**config.mk**
```make
export PLATFORM = sky130hd
export DESIGN_NAME = instruction_queue
export DESIGN_NICKNAME = d
export VERILOG_FILES = /design/src/rtl/instruction_queue_pkg.sv /design/src/rtl/instruction_queue.sv
export SDC_FILE = /design/constraint.sdc
export NUM_CORES = 1
export LEC_CHECK = 0
export BUFFER_PORTS_ARGS = -buffer_cell sky130_fd_sc_hd__buf_2
export CAP_MARGIN = 0
export CORE_MARGIN = 8
export CORE_UTILIZATION = 60
export CTS_CLUSTER_DIAMETER = 60
export DETAILED_ROUTE_END_ITERATION = 8
export PLACE_DENSITY = 0.79
export SYNTH_ARGS = -nofsm -noshare
export SYNTH_HDL_FRONTEND = slang
export SYNTH_SLANG_ARGS = --single-unit
```
**constraint.sdc**
```tcl
create_clock -name clk_in -period 17.6 [get_ports clk_in]
set_clock_uncertainty 0.15 [all_clocks]
set_input_delay 2.64 -clock clk_in [delete_from_list [all_inputs] [get_ports clk_in]]
set_output_delay 2.64 -clock clk_in [all_outputs]
set_load 0.01 [all_outputs]
```
**src/rtl/instruction_queue_pkg.sv**
```systemverilog
// rtl/instruction_queue_pkg.sv - shared widths, NOP encoding and entry layout for the instruction queue
package instruction_queue_pkg;

    localparam int INS_WIDTH    = 32;
    localparam int ADDR_WIDTH   = 32;
    localparam int IQ_DEPTH_LOG = 3;

    // addi x0, x0, 0: harmless op handed to the decoder when the queue is empty
    localparam logic [INS_WIDTH-1:0] NOP_INS = 32'h0000_0013;

    typedef struct packed {
        logic [INS_WIDTH-1:0]  code;
        logic [ADDR_WIDTH-1:0] pc;
    } iq_entry_t;

endpackage

```
**src/rtl/instruction_queue.sv**
```systemverilog
// rtl/instruction_queue.sv - fetch-to-decode instruction FIFO with flush and optional empty-queue bypass
//
// Buffers {code, pc} pairs from fetch and presents the head entry to decode.
// Optional feature macro: IQ_BYPASS_EN (0-cycle fetch->decode path when empty).
//
// Ports:
//   clk_in, rstn_in        clock, asynchronous active-low reset
//   rdy_in                 global ready; 0 freezes push/pop (flush still honoured)
//   flush_in               drop all entries at the next edge
//   push_valid_in/code/pc  fetch side; held by fetch while full_out=1
//   full_out               no free entry (pointer state only)
//   pop_valid_out/code/pc  head entry; NOP/0 when empty
//   pop_ready_in           decode consumes the head this cycle
//   count_out              entries held, 0..DEPTH
module instruction_queue
    import instruction_queue_pkg::*;
#(
    parameter int DEPTH_LOG = IQ_DEPTH_LOG
) (
    input  logic                  clk_in,
    input  logic                  rstn_in,
    input  logic                  rdy_in,
    input  logic                  flush_in,
    input  logic                  push_valid_in,
    input  logic [INS_WIDTH-1:0]  push_code_in,
    input  logic [ADDR_WIDTH-1:0] push_pc_in,
    output logic                  full_out,
    output logic                  pop_valid_out,
    output logic [INS_WIDTH-1:0]  pop_code_out,
    output logic [ADDR_WIDTH-1:0] pop_pc_out,
    input  logic                  pop_ready_in,
    output logic [DEPTH_LOG:0]    count_out
);

    localparam int DEPTH = 1 << DEPTH_LOG;

    // Pointers carry one extra wrap bit so full and empty are distinguishable.
    logic [DEPTH_LOG:0] head;
    logic [DEPTH_LOG:0] tail;
    iq_entry_t          slots [DEPTH];

    logic empty;
    logic push_acc;
    logic pop_acc;
    logic push_wr;
    logic head_adv;

    assign empty    = (head == tail);
    assign full_out = (head[DEPTH_LOG-1:0] == tail[DEPTH_LOG-1:0]) &&
                      (head[DEPTH_LOG] != tail[DEPTH_LOG]);
    assign count_out = tail - head;

    assign push_acc = rdy_in & push_valid_in & ~full_out & ~flush_in;
    assign pop_acc  = rdy_in & pop_valid_out & pop_ready_in & ~flush_in;

    // A pop while empty can only be a bypassed entry: it is consumed straight
    // from the push port, so neither pointer moves and nothing is written.
    assign push_wr  = push_acc & ~(empty & pop_acc);
    assign head_adv = pop_acc & ~empty;

    always_comb begin
        pop_valid_out = ~empty;
        pop_code_out  = slots[head[DEPTH_LOG-1:0]].code;
        pop_pc_out    = slots[head[DEPTH_LOG-1:0]].pc;
        if (empty) begin
            pop_code_out = NOP_INS;
            pop_pc_out   = '0;
`ifdef IQ_BYPASS_EN
            if (push_valid_in && rdy_in && !flush_in) begin
                pop_valid_out = 1'b1;
                pop_code_out  = push_code_in;
                pop_pc_out    = push_pc_in;
            end
`endif
        end
    end

    always_ff @(posedge clk_in or negedge rstn_in) begin
        if (!rstn_in) begin
            head <= '0;
            tail <= '0;
        end else if (flush_in) begin
            head <= '0;
            tail <= '0;
        end else begin
            if (push_wr)  tail <= tail + 1'b1;
            if (head_adv) head <= head + 1'b1;
        end
    end

    // Slot contents need no reset: they are only visible when the pointers say so.
    always_ff @(posedge clk_in) begin
        if (push_wr) begin
            slots[tail[DEPTH_LOG-1:0]] <= '{code: push_code_in, pc: push_pc_in};
        end
    end

endmodule

```
==> results, run 1 <==
- The flow ran to the end, and the final reports show no timing, DRC or antenna violations.
- Per report_power, the clock group accounts for 40.2% of the total.
- The number of max-slew violations in the final report came to 0.
- The sequential element share of the synthesized area is 79.1%.
- The post-synthesis cell type count is 35.
- The worst register-to-register path ends at slots[7][54].
- Data arrives at the worst endpoint at 4.15 ns.
- The worst path required time is 14.81 ns.
- The count of input and output buffers is 139.
- The final critical path time including I/O delays and setup is 6.94 ns.
- The buffer type at the clock tree root is clkbuf_16.
- In this run, CTS created clock tree buffers numbering 51.
- The setup path with the least slack is of type flip-flop to primary output.
- The total negative setup slack is 0 ns.
- The sequential group share of total power is 53.9%.
- After detailed routing, the average wire length per cell comes to 26.8 um.
- The final critical path takes up 39.4% of the cycle.
- The tightest hold path in the finished design has a slack of 0.487 ns.
- The horizontal extent of the die is 197 um.
- The count of placed standard cells in the final layout, fillers left out is 1469.
- TritonCTS built the clock tree.
- The design area is 22500 um2.
- The detailed router placed 9190 vias in this run.
- The path type of the worst min-delay path is flip-flop to flip-flop.
- In this run the worst setup path terminates at pop_code_out[13].
- Including well taps, the total number of placed cells is 1375.
- The most common cell after layout, fill and taps aside is edfxtp_1.
- The number of nets at the end of the flow is 1062.
- Gates resized during post-CTS repair numbered 0.
- The number of rows in the core area is 66.
- The proportion of total power due to net switching is 20.5%.
- The first global-routing pass estimated 58.9 mm of wire.
- Dividing the synthesized area by the synthesized cell count gives 24.0 um2.
- The clock net sink count is 520.
- The peak clock frequency supported by timing is 0.144 GHz.
- After clock tree synthesis, the clock-pin slew on the worst setup and hold paths is 0.06 ns.
- The number of hold violations in the final report is 0.
- The total setup violations reported at the end of the flow is 0.
- The final wirelength is 39.3 mm.
- The number of maximum-capacitance violations is 0.
- The remaining global-route overflow is 0.
- For the pin with the worst max-slew slack, the measured transition is 1.11 ns.
- The logic depth of the worst register-to-register path is 6.
- From bottom edge to top edge, the die measures 197 um.
- The pin count of the biggest net entering global routing is 69.
- Summed over all nets, the half-perimeter wirelength after detailed placement is 21.2 mm.
- The worst setup path is launched from a flip-flop.
- The total setup buffers inserted after CTS is 0.
- The synthesis warning total is 0.
- The worst hold path begins at tail[3].
- The number of instances in the synthesized netlist is 820.
- IR analysis of the VDD net gives a maximum drop of 0.0837 mV.
- The worst-skew pair later-pin latency is 0.54 ns.
- The post-detailed-placement cell area is 20900 um2.
- The switching power of the nets is 0.523 mW.
- The maximum fanout along the worst path is 66.
- The starting density of the core is 60.7%.
- Headroom to the max-slew limit came out at 26.0%.
- The first-iteration detailed-routing DRC count is 693.
- The leakage dissipation is 7.32 nW.
- The area enclosed by the die boundary is 38900 um2.
- The total power of the final layout is 2.55 mW.
- In the final layout, the share of cells above drive strength 1 is 36.5%.
- The count of unresolved DRC violations after routing is 0.
- The logic gate share of total power is 5.9%.
- The total area inside the core boundary comes to 32500 um2.
- For this design the ratio of total power to cell area is 113 nW/um2.
- The final standard cell utilization of the core is 69.4%.
- In the layout the commonest cells are 512 x edfxtp_1, 139 x buf_2, 128 x mux4_2.
- The H-tree was split into 2 levels.
- In this run the worst setup path begins at head[1].
- The number of buffers between clock root and the deepest sink is 3.
- From synthesis to final layout, the design area changed by 14.3%.
- The overall fraction of global-route tracks in use is 20.3%.
- After synthesis the netlist holds a flip-flop and latch count of 520.
- The mapped netlist covers 19700 um2.
- For flop-to-flop paths, the worst setup slack is 13.61 ns.
- The post-synth net total is 896.
- The weighted congestion at the end of routability-driven global placement is 0.724.
- The number of antenna violations at the first check in global routing is 5.
- The count of hold buffers inserted by post-cts repair is 0.
- For this design the top-level I/O count stands at 140.
- The detail route stage leaves a number of antenna-violating nets equal to 0.
- Dividing the detail-routed via count by the number of cells gives 6.26.
- The internal portion of the total power is 2.03 mW.
- The number of global-route vias before repair is 9605.
- Before antenna repair, the detailed router went through 5 iterations.
- The startpoint identified for the worst register-to-register timing path is head[1].
- The final worst-path setup slack is 10.66 ns.
- Setup repair after global routing left no endpoint under its margin.
- OpenSTA, run right after detailed placement, puts the worst setup slack at 11.23 ns.
- STA classifies the critical path endpoint as a primary output.
-- logic make-up (layout without fill, tap and decap cells) --
logic type      after synthesis  in the layout  synth area share [%]
flops                       520            520                  79.1
mux                         130            130                  14.7
compound gates               75             75                  3.26
buf+inv                      51            256                  1.32
simple gates                 29             29                 0.743
xor+xnor                      9              9                 0.438
fa+ha+maj                     6              6                 0.419
other cells                   0              2                     0
-- routing by layer --
metal	part of all wire (%)	global-route usage, %	up-vias
met3	7.2	3.99	59
met1	40	27.6	4858
met4	2.0	5.49	8
met5	0.13	0	-
met2	51	33.7	382
li1	-	-	3883
-- cell type report --
cell class              count  area, um2
clock buffers              62       1360
flip-flops and latches    520      15600
repair buffers            156        823
clock inverters            30        239
diodes                      2       5.00
fillers                  1946       9930
well taps                 442        553
inverters                   8       30.0
multi-input cells         249       3930
-- cell usage after synthesis --
cell type / n / area (um2)
dfrtp_1: 8 / 200
mux4_2: 128 / 2880
nor3_1: 1 / 5.00
or4_1: 1 / 7.51
o211ai_1: 2 / 15.0
xnor2_1: 5 / 43.8
and4_1: 1 / 8.76
inv_1: 8 / 30.0
and3_1: 3 / 18.8
nand3_1: 2 / 10.0
nor4b_1: 1 / 8.76
buf_2: 24 / 120
buf_6: 5 / 56.3
xnor2_2: 1 / 16.3
nor2_1: 11 / 41.3
o2111ai_1: 2 / 17.5
a22o_1: 61 / 534
nand2_1: 4 / 15.0
o211ai_2: 1 / 12.5
o21ai_0: 1 / 5.00
nor4_1: 3 / 18.8
a21oi_1: 2 / 10.0
o21ai_1: 1 / 5.00
o22a_1: 3 / 26.3
clkbuf_1: 12 / 45.0
fa_1: 1 / 20.0
edfxtp_1: 512 / 15400
buf_1: 2 / 7.51
mux2i_1: 2 / 20.0
nor2b_1: 1 / 6.26
a21o_1: 1 / 7.51
nand2b_1: 1 / 6.26
a21oi_2: 1 / 8.76
xor2_1: 3 / 26.3
ha_1: 5 / 62.6
-- worst min path at each step --
stage                    to  slack (ns)  cells past startpoint
detailed placement  tail[3]        0.48                      2
global placement    tail[3]        0.46                      2
finish              tail[3]        0.49                      2
floorplan           tail[3]        0.44                      2
global route        tail[3]        0.53                      2
CTS                 tail[3]        0.49                      2
-- power by group through the flow --
stage	logic [mW]	registers [mW]	clock network, mW
after floorplan	0.0941	1.40	0
after global placement	0.150	1.40	0
after detailed placement	0.152	1.40	0
after CTS	0.154	1.38	1.04
after global routing	0.162	1.38	1.09
final	0.150	1.38	1.03
-- sequential cells by signal (all words and copies together), names as in the netlist --
| signal | flops |
|---|---|
| tail | 4 |
| slots | 512 |
| head | 4 |
-- critical path: stages, from the launching register on --
cell and delay, ns:
dfrtp_4 1.05, inv_1 0.11, ha_1 0.36, and3_1 0.24, a21oi_4 0.79, buf_4 0.58
a22o_1 0.25, buf_2 0.14
Power figures use the tool's default switching activity.
==> run 2: changes to the inputs <==
- clock period: 17.6 -> 6.6 ns (I/O delays scaled with it)
==> run 2 against run 1 <==
Compared with the run above:
- wire length grew 1.2%
- utilization down 0.065 points
- sequential power grew to 2.7 times the previous value
- non-clock buffer count is 2 higher
- critical path depth unchanged
- sequential cell count did not move
- clock power grew to 2.6 times the previous value
- power grew to 2.6 times the previous value
- register-to-register slack got worse by 11 ns
- global-route usage grew 0.27 points
- largest cell class unchanged
- largest power group unchanged
==> results, run 2 (same netlist as run 1, synthesis figures left out) <==
- The run finished with clean final reports.
- The weighted congestion at the end of routability-driven global placement is 0.782 (+7.9%).
- The global-route wire length before repair was 59.5 mm (+1.1%).
- The count of hold buffers inserted by post-cts repair came to 0 (unchanged).
- The logic depth of the worst register-to-register path is 7 (+1).
- The number of I/O pins is 140 (unchanged).
- The number of global-route vias before repair is 9533 (-0.75%).
- The clock net sink count was 520 (unchanged).
- The area enclosed by the die boundary is 38900 um2 (unchanged).
- The number of buffers between clock root and the deepest sink is 3 (unchanged).
- The leakage dissipation came to 7.30 nW (-0.24%).
- The signal arrival time at the worst endpoint came to 3.91 ns (-0.24 ns).
- The number of flip-flops under the largest register name is 512 (unchanged).
- The chip height came to 197 um (unchanged).
- The count of unresolved DRC violations after routing is 0 (unchanged).
- In this run the worst setup path begins at head[1].
- The number of antenna violations at the first check in global routing is 4 (-1).
- The critical path capture point is pop_code_out[3].
- The number of buffers inserted during clock tree synthesis came to 50 (-2.0%).
- The post-CTS clock slew at the launch and capture registers of the worst setup and hold paths came to 0.06 ns (about the same).
- The minimum setup slack after placement is 2.08 ns (-9.15 ns).
- The post-detailed-placement cell area was 21000 um2 (+0.23%).
- The starting density of the core is 60.7% (unchanged).
- The total power per unit cell area came to 299 nW/um2 (+160%).
- The remaining antenna violation count after routing came to 0 (unchanged).
- The detailed-routing wirelength on met1 is 16.2 mm (+3.2%).
- The final wirelength is 39.8 mm (+1.2%).
- The start of the worst register-to-register path is head[1].
- The count of input and output buffers came to 139 (unchanged).
- The number of hold violations in the final report came to 0 (unchanged).
- The worst path required time is 5.46 ns (-9.35 ns).
- The top routing layer in use is met5.
- The core outline area was 32500 um2 (unchanged).
- The proportion of layout cells with a drive suffix above 1 is 35.6% (-0.84 points).
- The total length of routed met2 wires is 20.2 mm (+1.6%).
- The total vias in the final route is 9099 (-0.99%).
- The worst relative slew slack was 28.3% (+2.3 points).
- The number of nets at the end of the flow came to 1063 (+0.094%).
- The final critical path time including I/O delays and setup is 5.05 ns.
- The root buffer cell chosen for the clock tree is clkbuf_16.
- The endpoint kind of the worst setup timing path is a primary output.
- The maximum vdd drop is 0.216 mV (+160%).
- The number of rows in the core area was 66 (unchanged).
- The CTS tree is done.
- The worst setup slack for register-to-register paths is 2.52 ns (-11.09 ns).
- Leaving out fill and tap cells, the most frequent cells in the layout are 512 x edfxtp_1, 139 x buf_2, 128 x mux4_2.
- The layout overhead on the synthesized area is 14.2% (about the same).
- The horizontal extent of the die is 197 um (unchanged).
- The critical path is of the flip-flop to primary output type.
- The number of instances resized during post-cts repair is 0 (unchanged).
- The maximum fanout along the worst path is 59 (-11%).
- The most common cell after layout, fill and taps aside is edfxtp_1.
- The remaining global-route overflow is 0 (unchanged).
- The per-cell via count in the routed design came to 6.20 (-0.86%).
- The worst-skew pair later-pin latency came to 0.53 ns (about the same).
- The share of the clock period used by the worst path after layout is 76.5%.
- The number of maximum-capacitance violations is 0 (unchanged).
- The first-iteration detailed-routing DRC count was 805 (+16%).
- The overall fraction of global-route tracks in use came to 20.6% (+0.27 points).
- The total setup violations reported at the end of the flow is 0 (unchanged).
- The total negative setup slack is 0 ns (unchanged).
- The worst hold path belongs to the class primary input to async pin.
- The estimated wirelength of the detail-placed design is 21.8 mm (+2.9%).
- The element type at the critical path start is a flip-flop.
- The peak clock frequency supported by timing is 0.198 GHz.
- The reg-to-reg critical path endpoint is slots[0][0].
- The count of H-tree levels built during CTS came to 2 (unchanged).
- The pin slew with the least headroom to its limit is 1.07 ns (-0.0364 ns).
- The pin count of the biggest net entering global routing came to 118 (+71%).
- The first-pass detailed-route iteration total is 5 (unchanged).
- The average wire length per cell after detail routing came to 27.1 um (+1.3%).
- The wire length on met3 was 2.35 mm (-17%).
- The final worst-path setup slack was 1.55 ns (-9.11 ns).
- Setup repair after global routing left no endpoint under its margin.
- The design area came to 22500 um2 (about the same).
- The total setup buffers inserted after CTS is 0 (unchanged).
- The number of max-slew violations in the final report is 0 (unchanged).
-- run 2: report_power, final --
group          leakage, nW  switching [mW]  internal, mW
Sequential            4.72          0.0128          3.65
Combinational         1.83           0.231         0.181
Clock                0.745            1.13          1.54
-- run 2: layer usage --
| layer | up-vias | global-route usage, % |
|---|---|---|
| li1 | 3880 | - |
| met1 | 4847 | 28.2 |
| met2 | 294 | 33.9 |
| met3 | 72 | 3.65 |
| met4 | 6 | 6.35 |
| met5 | - | 0 |
-- run 2: worst max-delay path: stages, from the launching register on --
cell and delay [ns]:
dfrtp_4 1.00, inv_1 0.11, ha_1 0.35, and3_1 0.24, a21oi_4 0.87, buf_4 0.40, a22o_1 0.19, buf_2 0.17
-- run 2: layout make-up --
| class | instances | area [um2] |
|---|---|---|
| clock buffer | 67 | 1380 |
| multi-input combinational | 249 | 3940 |
| inverter | 8 | 30.0 |
| fill | 1926 | 9960 |
| tap | 442 | 553 |
| antenna | 1 | 2.50 |
| clock inverter | 22 | 153 |
| timing repair buffer | 158 | 863 |
| sequential | 520 | 15600 |
-- run 2: how the worst min path moves through the flow --
stage,from,to,slack (ns),cells after the start
floorplan,tail[3],tail[3],0.44,2
global placement,tail[3],tail[3],0.47,2
detailed placement,head[3],head[3],0.50,2
CTS,rstn_in,head[3],0.14,1
global route,rstn_in,head[0],0.15,1
finish,rstn_in,head[3],0.15,1
-- run 2: per-stage QoR --
step                hold WS (ns)  utilization [%]  cells  total power [mW]
CTS                        0.139             69.3   1466              6.78
floorplan                  0.439                -    820              3.98
global placement           0.465             64.6   1377              4.14
global route               0.154             69.3   1467              6.93
detailed placement         0.504             64.6   1377              4.15
finish                     0.154             69.3   1467              6.74
==> run 3: changes to the inputs <==
- CORE_UTILIZATION: 60 -> 54
- PLACE_DENSITY: 0.79 -> 0.75
- clock period: 6.6 -> 4.36 ns (I/O delays scaled with it)
==> run 3 against run 2 <==
Compared with the run above:
- register-to-register slack lost 1.3 ns
- die area grew 10%
- hold slack gained 0.053 ns
- utilization shrank 6.8 points
- power grew 51%
- critical path depth is the same
- global-route usage shrank 1.8 points
- critical path type unchanged
==> results, run 3 (same netlist as run 1, synthesis figures left out) <==
- The count of input and output buffers was 139 (unchanged).
- The estimated wirelength of the detail-placed design is 21.3 mm (-2.6%).
- The total setup violations reported at the end of the flow came to 0 (unchanged).
- The number of flip-flops under the largest register name is 512 (unchanged).
- The area enclosed by the die boundary is 42800 um2 (+10%).
- The share of the clock period used by the worst path after layout is 92.7%.
- The number of rows in the core area came to 70 (+6.1%).
- The library cell used most frequently in the layout, excluding fill and tap cells, is edfxtp_1.
- The remaining global-route overflow is 0 (unchanged).
- The cell family with the largest share of critical-path delay is compound AO/OA/AOI/OAI gates.
- STA classifies the critical path startpoint as a flip-flop.
- The total power per unit cell area is 449 nW/um2 (+50%).
- The number of inserted filler cells in the final layout is 2468 (+28%).
- The worst relative slew slack came to 32.0% (+3.8 points).
- The total area of multi-input combinational cells came to 3980 um2 (+1.2%).
- The clock net sink count is 520 (unchanged).
- The post-CTS clock slew at the launch and capture registers of the worst setup and hold paths was 0.06 ns (about the same).
- The critical path depth is 7 (unchanged).
- The count of unresolved DRC violations after routing was 0 (unchanged).
- The proportion of layout cells with a drive suffix above 1 is 35.8% (+0.15 points).
- The logic depth of the worst register-to-register path is 7 (unchanged).
- Setup repair after global routing left no endpoint under its margin.
- The overall fraction of global-route tracks in use came to 18.7% (-1.8 points).
- The number of instances resized during post-cts repair is 0 (unchanged).
- The final worst-path setup slack is 0.317 ns (-1.24 ns).
- The pin count of the biggest net entering global routing was 133 (+13%).
- The signal arrival time at the worst endpoint is 3.24 ns (-0.67 ns).
- The number of hold violations in the final report is 0 (unchanged).
- The final wirelength is 39.3 mm (-1.2%).
- The min-delay analysis places its worst path in the category primary input to flip-flop.
- The signal on the critical path passes through inv_1 -> ha_1 -> and3_1 -> a21oi_4 -> buf_12 -> a22o_1 -> buf_2.
- The total vias in the final route is 9010 (-0.98%).
- The number of I/O pins is 140 (unchanged).
- The global-route wire length before repair is 58.9 mm (-0.99%).
- The buffering stage count on the worst path with inverters included is 3 (unchanged).
- The average wire length per cell after detail routing is 26.3 um (-3.2%).
- The CTS tree is done.
- The buffer type at the clock tree root is clkbuf_16.
- The chip height is 207 um (+5.0%).
- The number of buffers between clock root and the deepest sink is 3 (unchanged).
- The pin slew with the least headroom to its limit came to 1.02 ns (-0.0540 ns).
- The maximum vdd drop is 0.362 mV (+68%).
- The leakage dissipation is 7.33 nW (+0.48%).
- The weighted congestion at the end of routability-driven global placement is 0.706 (-9.7%).
- The maximum fanout along the worst path was 31 (-47%).
- The number of max-slew violations in the final report is 0 (unchanged).
- The total negative setup slack came to 0 ns (unchanged).
- The critical path's slowest cell is dfrtp_1.
- The worst path required time was 3.56 ns (-1.90 ns).
- The area used by sequential logic in the layout came to 15600 um2 (unchanged).
- The peak clock frequency supported by timing is 0.247 GHz.
- Leaving out fill and tap cells, the most frequent cells in the layout are 512 x edfxtp_1, 139 x buf_2, 128 x mux4_2.
- The core outline area is 36300 um2 (+12%).
- The per-cell via count in the routed design is 6.02 (-3.0%).
- The count of H-tree levels built during CTS came to 2 (unchanged).
- The flow ran to the end, and the final reports show no timing, DRC or antenna violations.
- The critical path start-end classification is flip-flop to primary output.
- The minimum setup slack after placement is 0.909 ns (-1.17 ns).
- The total setup buffers inserted after CTS is 0 (unchanged).
- STA classifies the critical path endpoint as a primary output.
- The remaining antenna violation count after routing came to 0 (unchanged).
- The cell count of the worst hold path is 1.
- The first-iteration detailed-routing DRC count is 672 (-17%).
- The number of buffers inserted during clock tree synthesis is 51 (+2.0%).
- The number of nets at the end of the flow came to 1065 (+0.19%).
- The first-pass detailed-route iteration total was 4 (-1).
- The delay contributed by the slowest stage of the critical path was 0.59 ns (-0.41 ns).
- The number of maximum-capacitance violations is 0 (unchanged).
- The number of global-route vias before repair is 9535 (+0.021%).
- Relative to the synthesized area, the layout overhead comes to 15.1%.
- The starting density of the core is 54.3% (-6.4 points).
- The number of antenna violations at the first check in global routing came to 5 (+1).
- The worst-skew pair later-pin latency is 0.55 ns (+0.02 ns).
- For the finished layout, the period the worst path requires is 4.04 ns.
- The horizontal extent of the die is 207 um (+5.0%).
==> run 3: cell count changes in the layout (fill, tap and decap cells not counted), moves of 3 or more <==
| cell | delta |
|---|---|
| clkinv_1 | +3 |
| buf_12 | +7 |
| buf_4 | -7 |
| nor4_4 | +3 |
| nor4_2 | -3 |
==> run 3: area by class of cell <==
cell class	instances	area share, %
inverters	8	0.132
multi-input cells	249	17.6
clock inverters	27	0.679
diodes	1	0.0110
flip-flops and latches	520	68.7
repair buffers	159	4.24
well taps	468	2.58
clock buffers	65	6.05
==> run 3: metrics by stage <==
step | util (%) | instances | power (mW) | instance area (um2) | hold WS [ns]
after CTS | 62.5 | 1496 | 10.3 | 22700 | 0.181
final | 62.5 | 1497 | 10.2 | 22700 | 0.207
after global routing | 62.5 | 1497 | 10.5 | 22700 | 0.194
after detailed placement | 58.3 | 1403 | 6.30 | 21100 | 0.364
after global placement | 58.3 | 1403 | 6.29 | 21100 | 0.358
after floorplan | - | 820 | 6.03 | 19800 | 0.208
==> run 3: metal layers <==
| metal | up-vias | GRT usage [%] | share of wire [%] |
|---|---|---|---|
| met5 | - | 0 | 0.14 |
| met4 | 8 | 6.02 | 2.2 |
| met3 | 69 | 3.36 | 5.9 |
| met2 | 287 | 30.3 | 49 |
| met1 | 4752 | 25.9 | 42 |
| li1 | 3894 | - | - |
==> run 3: worst register-to-register path, stage by stage, from the launching register on <==
cell      delay [ns]
dfrtp_1         0.59
inv_1           0.22
ha_1            0.36
nand3_2         0.18
o211ai_4        0.19
nor2_1          0.19
and3_4          0.56
buf_12          0.32
==> run 3: timing repair <==
| item | 4_1_cts | 5_1_grt |
|---|---|---|
| setup endpoints to repair | 0 | 0 |
| hold endpoints to repair | 8 | 0 |
| hold buffers | 1 | 0 |
==> run 3: path summary, 6_finish.rpt <==
check	slack (ns)	from	to
max	0.32	tail[0]	pop_code_out[10]
min	0.21	push_pc_in[21]	slots[4][21]
max reg2reg	1.19	tail[0]	slots[0][59]
min reg2reg	0.49	tail[3]	tail[3]
max in group asynchronous	3.50	rstn_in	head[1]
min in group asynchronous	0.36	rstn_in	head[0]
==> run 3: power by group <==
group / total (mW) / switching, mW / internal, mW
sequential: 5.54 / 0.0153 / 5.53
combinational: 0.645 / 0.360 / 0.285
clock: 4.00 / 1.73 / 2.27
total: 10.2 / 2.10 / 8.08
